--- config.mk ---
export PLATFORM = sky130hd
export DESIGN_NAME = uart_icb_master
export DESIGN_NICKNAME = d
export VERILOG_FILES = /design/src/rtl/uart_icb_master.sv
export SDC_FILE = /design/constraint.sdc
export NUM_CORES = 1
export LEC_CHECK = 0
export ABC_AREA = 1
export BUFFER_PORTS_ARGS = -buffer_cell sky130_fd_sc_hd__buf_2
export CAP_MARGIN = 0
export CORE_MARGIN = 2
export CORE_UTILIZATION = 50
export CTS_CLUSTER_DIAMETER = 40
export CTS_CLUSTER_SIZE = 10
export DETAILED_ROUTE_END_ITERATION = 10
export PLACE_DENSITY = 0.89
export SLEW_MARGIN = 20
export SYNTH_ARGS = -nofsm -noshare
export SYNTH_HDL_FRONTEND = slang
export SYNTH_SLANG_ARGS = --single-unit
--- constraint.sdc ---
create_clock -name clk -period 2.5 [get_ports clk]
set_clock_uncertainty 0.2 [all_clocks]
set_input_delay 0.75 -clock clk [delete_from_list [all_inputs] [get_ports clk]]
set_output_delay 0.75 -clock clk [all_outputs]
set_load 0.005 [all_outputs]
--- src/rtl/uart_icb_master.sv ---
// UART transmit front-end: queues bytes in a 4-entry FIFO and feeds them to a
// UART peripheral through an ICB initiator port, after a two-write init.
module uart_icb_master #(
    parameter int unsigned PA_SIZE   = 32,
    parameter logic [31:0] DATA_ADDR = 32'h1001_3000,
    parameter logic [31:0] CSR_ADDR  = 32'h1001_3004,
    parameter logic [31:0] CTRL_ADDR = 32'h1001_3008,
    parameter logic [31:0] CSR_CFG   = 32'h0000_0100,
    parameter logic [31:0] CTRL_CFG  = 32'h0000_1011,
    parameter int unsigned BUSY_TMO  = 255
) (
    input  logic               clk,
    input  logic               rst_n,
    input  logic               in_valid,
    output logic               in_ready,
    input  logic [7:0]         in_data,
    output logic               o_icb_cmd_valid,
    input  logic               o_icb_cmd_ready,
    output logic [PA_SIZE-1:0] o_icb_cmd_addr,
    output logic               o_icb_cmd_read,
    output logic [31:0]        o_icb_cmd_wdata,
    input  logic               o_icb_rsp_valid,
    output logic               o_icb_rsp_ready,
    input  logic [31:0]        o_icb_rsp_rdata,
    output logic               cfg_done,
    output logic               busy,
    output logic [15:0]        tx_count
);

    typedef enum logic [2:0] {
        ST_CFG_CSR   = 3'd0,
        ST_CFG_CTRL  = 3'd1,
        ST_IDLE      = 3'd2,
        ST_POLL_IDLE = 3'd3,
        ST_WR_DATA   = 3'd4,
        ST_POLL_BUSY = 3'd5
    } state_e;

    typedef enum logic {
        PH_CMD = 1'b0,
        PH_RSP = 1'b1
    } phase_e;

    localparam logic [8:0] BUSY_TMO_W = 9'(BUSY_TMO);
    localparam logic [7:0] BUSY_SAT   = 8'(BUSY_TMO);

    state_e             state_q, state_d;
    phase_e             phase_q, phase_d;
    logic               cmd_valid_q, cmd_valid_d;
    logic [PA_SIZE-1:0] addr_q, addr_d;
    logic               read_q, read_d;
    logic [31:0]        wdata_q, wdata_d;
    logic               rsp_ready_q, rsp_ready_d;
    logic               cfg_done_q, cfg_done_d;
    logic               busy_q;
    logic [15:0]        tx_count_q, tx_count_d;
    logic [7:0]         poll_cnt_q, poll_cnt_d;
    logic [8:0]         poll_inc_s;

    logic [PA_SIZE-1:0] acc_addr_s;
    logic               acc_read_s;
    logic [31:0]        acc_wdata_s;

    logic [7:0]         fifo_mem_q [4];
    logic [1:0]         wr_ptr_q, rd_ptr_q;
    logic [2:0]         fifo_cnt_q, fifo_cnt_d;
    logic               in_ready_q;
    logic               push_s, pop_s, rsp_hs_s;

    assign push_s     = in_valid && in_ready_q;
    assign rsp_hs_s   = o_icb_rsp_valid && rsp_ready_q;
    assign poll_inc_s = {1'b0, poll_cnt_q} + 9'd1;

    // Address / direction / write data of the access owned by the current state
    always_comb begin
        acc_addr_s  = {PA_SIZE{1'b0}};
        acc_read_s  = 1'b0;
        acc_wdata_s = 32'h0000_0000;
        case (state_q)
            ST_CFG_CSR: begin
                acc_addr_s  = PA_SIZE'(CSR_ADDR);
                acc_wdata_s = CSR_CFG;
            end
            ST_CFG_CTRL: begin
                acc_addr_s  = PA_SIZE'(CTRL_ADDR);
                acc_wdata_s = CTRL_CFG;
            end
            ST_POLL_IDLE, ST_POLL_BUSY: begin
                acc_addr_s = PA_SIZE'(CSR_ADDR);
                acc_read_s = 1'b1;
            end
            ST_WR_DATA: begin
                acc_addr_s  = PA_SIZE'(DATA_ADDR);
                acc_wdata_s = {24'h00_0000, fifo_mem_q[rd_ptr_q]};
            end
            default: begin
                acc_addr_s  = {PA_SIZE{1'b0}};
                acc_read_s  = 1'b0;
                acc_wdata_s = 32'h0000_0000;
            end
        endcase
    end

    // Sequencer: CMD phase launches then holds the command, RSP phase waits for the reply
    always_comb begin
        state_d     = state_q;
        phase_d     = phase_q;
        cmd_valid_d = cmd_valid_q;
        addr_d      = addr_q;
        read_d      = read_q;
        wdata_d     = wdata_q;
        rsp_ready_d = rsp_ready_q;
        cfg_done_d  = cfg_done_q;
        tx_count_d  = tx_count_q;
        poll_cnt_d  = poll_cnt_q;
        pop_s       = 1'b0;
        case (state_q)
            ST_IDLE: begin
                if (fifo_cnt_q != 3'd0) begin
                    state_d = ST_POLL_IDLE;
                    phase_d = PH_CMD;
                end else begin
                    state_d = ST_IDLE;
                end
            end
            ST_CFG_CSR, ST_CFG_CTRL, ST_POLL_IDLE, ST_WR_DATA, ST_POLL_BUSY: begin
                if (phase_q == PH_CMD) begin
                    if (!cmd_valid_q) begin
                        cmd_valid_d = 1'b1;
                        addr_d      = acc_addr_s;
                        read_d      = acc_read_s;
                        wdata_d     = acc_wdata_s;
                    end else if (o_icb_cmd_ready) begin
                        cmd_valid_d = 1'b0;
                        addr_d      = {PA_SIZE{1'b0}};
                        read_d      = 1'b0;
                        wdata_d     = 32'h0000_0000;
                        rsp_ready_d = 1'b1;
                        phase_d     = PH_RSP;
                    end else begin
                        cmd_valid_d = 1'b1;
                    end
                end else if (rsp_hs_s) begin
                    rsp_ready_d = 1'b0;
                    phase_d     = PH_CMD;
                    case (state_q)
                        ST_CFG_CSR: state_d = ST_CFG_CTRL;
                        ST_CFG_CTRL: begin
                            state_d    = ST_IDLE;
                            cfg_done_d = 1'b1;
                        end
                        ST_POLL_IDLE: begin
                            if (o_icb_rsp_rdata[0]) begin
                                state_d = ST_WR_DATA;
                            end else begin
                                state_d = ST_POLL_IDLE;
                            end
                        end
                        ST_WR_DATA: begin
                            pop_s      = 1'b1;
                            tx_count_d = tx_count_q + 16'd1;
                            poll_cnt_d = 8'd0;
                            state_d    = ST_POLL_BUSY;
                        end
                        ST_POLL_BUSY: begin
                            // tx_ok may lag the data write; give up after BUSY_TMO polls
                            if (!o_icb_rsp_rdata[0]) begin
                                state_d = ST_IDLE;
                            end else if (poll_inc_s >= BUSY_TMO_W) begin
                                poll_cnt_d = BUSY_SAT;
                                state_d    = ST_IDLE;
                            end else begin
                                poll_cnt_d = poll_inc_s[7:0];
                                state_d    = ST_POLL_BUSY;
                            end
                        end
                        default: state_d = ST_CFG_CSR;
                    endcase
                end else begin
                    rsp_ready_d = 1'b1;
                end
            end
            default: begin
                state_d     = ST_CFG_CSR;
                phase_d     = PH_CMD;
                cmd_valid_d = 1'b0;
                addr_d      = {PA_SIZE{1'b0}};
                read_d      = 1'b0;
                wdata_d     = 32'h0000_0000;
                rsp_ready_d = 1'b0;
            end
        endcase
    end

    // FIFO occupancy after this cycle's push/pop
    always_comb begin
        fifo_cnt_d = fifo_cnt_q;
        case ({push_s, pop_s})
            2'b10:   fifo_cnt_d = fifo_cnt_q + 3'd1;
            2'b01:   fifo_cnt_d = fifo_cnt_q - 3'd1;
            default: fifo_cnt_d = fifo_cnt_q;
        endcase
    end

    // Sequencer and bus output registers
    always_ff @(posedge clk or negedge rst_n) begin
        if (!rst_n) begin
            state_q     <= ST_CFG_CSR;
            phase_q     <= PH_CMD;
            cmd_valid_q <= 1'b0;
            addr_q      <= {PA_SIZE{1'b0}};
            read_q      <= 1'b0;
            wdata_q     <= 32'h0000_0000;
            rsp_ready_q <= 1'b0;
            cfg_done_q  <= 1'b0;
            busy_q      <= 1'b1;
            tx_count_q  <= 16'd0;
            poll_cnt_q  <= 8'd0;
        end else begin
            state_q     <= state_d;
            phase_q     <= phase_d;
            cmd_valid_q <= cmd_valid_d;
            addr_q      <= addr_d;
            read_q      <= read_d;
            wdata_q     <= wdata_d;
            rsp_ready_q <= rsp_ready_d;
            cfg_done_q  <= cfg_done_d;
            busy_q      <= (state_d != ST_IDLE);
            tx_count_q  <= tx_count_d;
            poll_cnt_q  <= poll_cnt_d;
        end
    end

    // Byte FIFO storage and wrap-around pointers
    always_ff @(posedge clk or negedge rst_n) begin
        if (!rst_n) begin
            for (int i = 0; i < 4; i++) begin
                fifo_mem_q[i] <= 8'h00;
            end
            wr_ptr_q   <= 2'd0;
            rd_ptr_q   <= 2'd0;
            fifo_cnt_q <= 3'd0;
            in_ready_q <= 1'b1;
        end else begin
            if (push_s) begin
                fifo_mem_q[wr_ptr_q] <= in_data;
                wr_ptr_q             <= wr_ptr_q + 2'd1;
            end
            if (pop_s) begin
                rd_ptr_q <= rd_ptr_q + 2'd1;
            end
            fifo_cnt_q <= fifo_cnt_d;
            in_ready_q <= (fifo_cnt_d != 3'd4);
        end
    end

    assign in_ready        = in_ready_q;
    assign o_icb_cmd_valid = cmd_valid_q;
    assign o_icb_cmd_addr  = addr_q;
    assign o_icb_cmd_read  = read_q;
    assign o_icb_cmd_wdata = wdata_q;
    assign o_icb_rsp_ready = rsp_ready_q;
    assign cfg_done        = cfg_done_q;
    assign busy            = busy_q;
    assign tx_count        = tx_count_q;

endmodule

==> out/results.tsv <==
metric	value	unit
status	finished, final reports clean	
final setup fails	0	
FP Rows	34	
global-route wire length before repair	15000	µm
CP bufs+invs	3	
Total Nets Final	620	
Synth Register Bits	86	
max-slew violations	0	
Critical R2R Capture	in_ready	
Combinational Power Share	36.0	%
slowest CP cell	dfrtp_1	
final hold viol count	0	
Fin Setup TNS	0	ns
CTS root buf	clkbuf_8	
Yosys warning total	0	
clk_lat worst skew	0.35	ns
Clock Sink Count	86	
Final Hold Slack	0.0962	ns
first-iteration detailed-routing DRC count	187	
total power draw	4.78	mW
H-tree depth	3	
overall die width	97.8	µm
Final Util	56.1	%
mux contribution to synthesized area	0	%
wire length per cell	13.1	µm
DP Area	0.00466	mm²
pre-CTS WS	-0.0742	ns
CP Launch Type	register	
Sequential Power Share	45.8	%
max incr delay on CP	0.43	ns
Seq/Total Area, Yosys	49.0	%
vias in the first global route	3291	
Final Cycle Share	91.2	%
Peak VDD IR	0.375	mV
Cell variety after synth	36	
Port Buffers	51	
GRT overflow	0	
HPWL after DPL	6520	µm
core area	0.00864	mm²
fin area	0.00485	mm²
minimum clock period	2.28	ns
count of antenna-violating nets left after detailed routing	0	
detailed-route via count	3474	
clock tree from TritonCTS	built	
Net Switching	1.92	mW
CTS buffer count	9	
Starting Density	50.9	%
WP data arrival	2.36	ns
CP Cell Sequence	inv_2 > nand2_2 > nor2_8 > nand2_4 > inv_1 > ha_1 > inv_1 > fa_2 > a21oi_1 > o21ai_1 > xnor2_1 > nand2_1	
synthesized cell area	0.00440	mm²
number of top-level pins	131	
Synth Area per Inst	8.76	µm²
Clock power frac	18.2	%
largest family of logic cells by synthesized area	simple AND/OR/NAND/NOR gates	
Clk pin slew, worst setup/hold paths	0.09	ns
Crit. End Element	register	
overall routed net length	8870	µm
Pwr Density	986	mW/mm²
Worst R2R Setup Slack	0.22	ns
reg2reg start	state_q[1]	
sw frac	40.2	%
first drt pass iteration count	7	
Post-Synth Adder-Cell Area	2.73	%
final worst setup slack	0.219	ns
worst r2r path cells	12	
Synth Area in Compound Gates	11.8	%
Worst Path Required	2.58	ns
Rel. slew slack	52.8	%
largest net degree at the start of global routing	33	
Max-Cap Viols	0	
RePlAce Congestion	0.958	
Placed Instances	662	
Tot GR Track Use	19.2	%
diode count	0	
Fillers	749	
Synth Instances	502	
die area	0.00956	mm²
Residual DRC	0	
initial antenna violation count	0	
delay-heaviest family, CP	adder cells	
P_int	2.86	mW
Tightest Hold Check Type	in -> async	
Worst Max-Slew Pin Slew	0.702	ns
Pleak	2.61	nW
RSZ-0062 raised after global routing	false	
XOR/XNOR share of the synthesized area	3.99	%
fraction of layout cells with a size suffix above 1	17.7	%
Max FO, Critical Path	4	
post-synthesis simple-gate area fraction	19.0	%
maximum buffer depth of the clock tree	2	
DR vias/cell	5.12	
area grow syn2layout	10.2	%
die height	97.8	µm
Top cell by count, worst path	inv_1	
fmax	438	MHz
fin cells	679	
Crit Path Class	reg -> reg	
-- power groups by stage --
stage / logic [mW] / registers [mW] / clock network, mW
floorplan: 1.29 / 2.13 / 0
global placement: 1.61 / 2.17 / 0
detailed placement: 1.70 / 2.21 / 0
CTS: 1.71 / 2.18 / 0.894
global route: 1.99 / 2.24 / 0.957
finish: 1.72 / 2.19 / 0.872
-- worst max path at each step --
stage,startpoint,endpoint,slack [ns],cells past startpoint
2_1_floorplan,o_icb_rsp_valid,in_ready,0.06,11
3_3_place_gp,o_icb_rsp_valid,in_ready,-0.009,12
3_5_place_dp,o_icb_rsp_valid,in_ready,-0.07,12
4_1_cts,state_q[1],in_ready,0.13,12
5_1_grt,state_q[1],in_ready,0.06,12
6_report,state_q[1],in_ready,0.22,12
-- per-layer routing --
metal / part of all wire [%] / global-route usage (%) / vias to the layer above
li1: - / - / 1665
met1: 43 / 25.8 / 1646
met2: 49 / 31.5 / 150
met3: 6.6 / 3.65 / 13
met4: 1.5 / 6.52 / 0
met5: 0 / 0 / -
-- Yosys cell counts --
library cell	count	area share [%]
buf_1	1	0.085
a21oi_1	11	1.3
nand2_2	3	0.43
nor2_2	1	0.14
a21o_1	2	0.34
fa_1	1	0.46
o22ai_1	11	1.6
or2_1	1	0.14
nor2_4	1	0.26
o21bai_1	2	0.34
xor2_1	13	2.6
conb_1	1	0.085
nand4_1	1	0.14
nor2_1	39	3.3
nand2_1	105	9.0
dfstp_2	2	1.2
nor3_4	1	0.37
nor3_2	2	0.46
or2_4	1	0.20
clkinv_1	1	0.085
xnor2_1	7	1.4
ha_1	8	2.3
o21ai_0	58	6.6
nand3_1	26	3.0
nand2_4	1	0.26
nor2_8	1	0.46
clkbuf_1	7	0.60
inv_2	4	0.34
inv_1	41	3.5
buf_4	51	8.7
nor3_1	4	0.46
a32o_1	6	1.4
dfrtp_1	84	48
a41oi_1	1	0.20
nand3_2	2	0.46
o31ai_1	1	0.17
-- repair_timing --
action                                  CTS  global route
hold buffers                              0             0
setup buffers                             0             1
endpoints found under the setup margin    0             2
gates resized for setup                   0             2
-- state kept, by name (all words and copies together) (netlist names), 2 cells and up --
signal           cells
fifo_cnt_q           3
fifo_mem_q          32
o_icb_cmd_addr       3
o_icb_cmd_wdata     10
poll_cnt_q           8
rd_ptr_q             2
state_q              3
tx_count            16
wr_ptr_q             2
-- layout make-up --
type / count / area [µm²] / share of cell area (%)
clock buffer: 9 / 124 / 2.56
clock inverter: 7 / 50.0 / 1.03
inverter: 46 / 173 / 3.56
multi-input combinational: 358 / 1830 / 37.9
sequential: 86 / 2150 / 44.5
tap: 108 / 135 / 2.79
timing repair buffer: 65 / 375 / 7.75
-- kinds of logic after synthesis --
kind of cell,Yosys count
simple gates,189
other cells,1
compound gates,92
xor+xnor,20
fa+ha+maj,9
buf+inv,105
flops,86
-- layout by cell type, fill, tap and decap left out, types with 3 or more instances in the layout --
cell type    n
o21ai_0     57
inv_1       41
nand3_1     26
clkinv_2     3
o22ai_1     11
buf_2       50
xnor2_1      7
xor2_1      13
dfrtp_1     84
a32o_1       6
clkbuf_8     9
a21oi_1     11
nor2_1      39
conb_1      48
ha_1         8
nor3_1       4
nand2_2      3
buf_4       14
inv_2        4
nand2_1    105
clkinv_4     3
No activity file was read; power rests on OpenSTA's default activity.
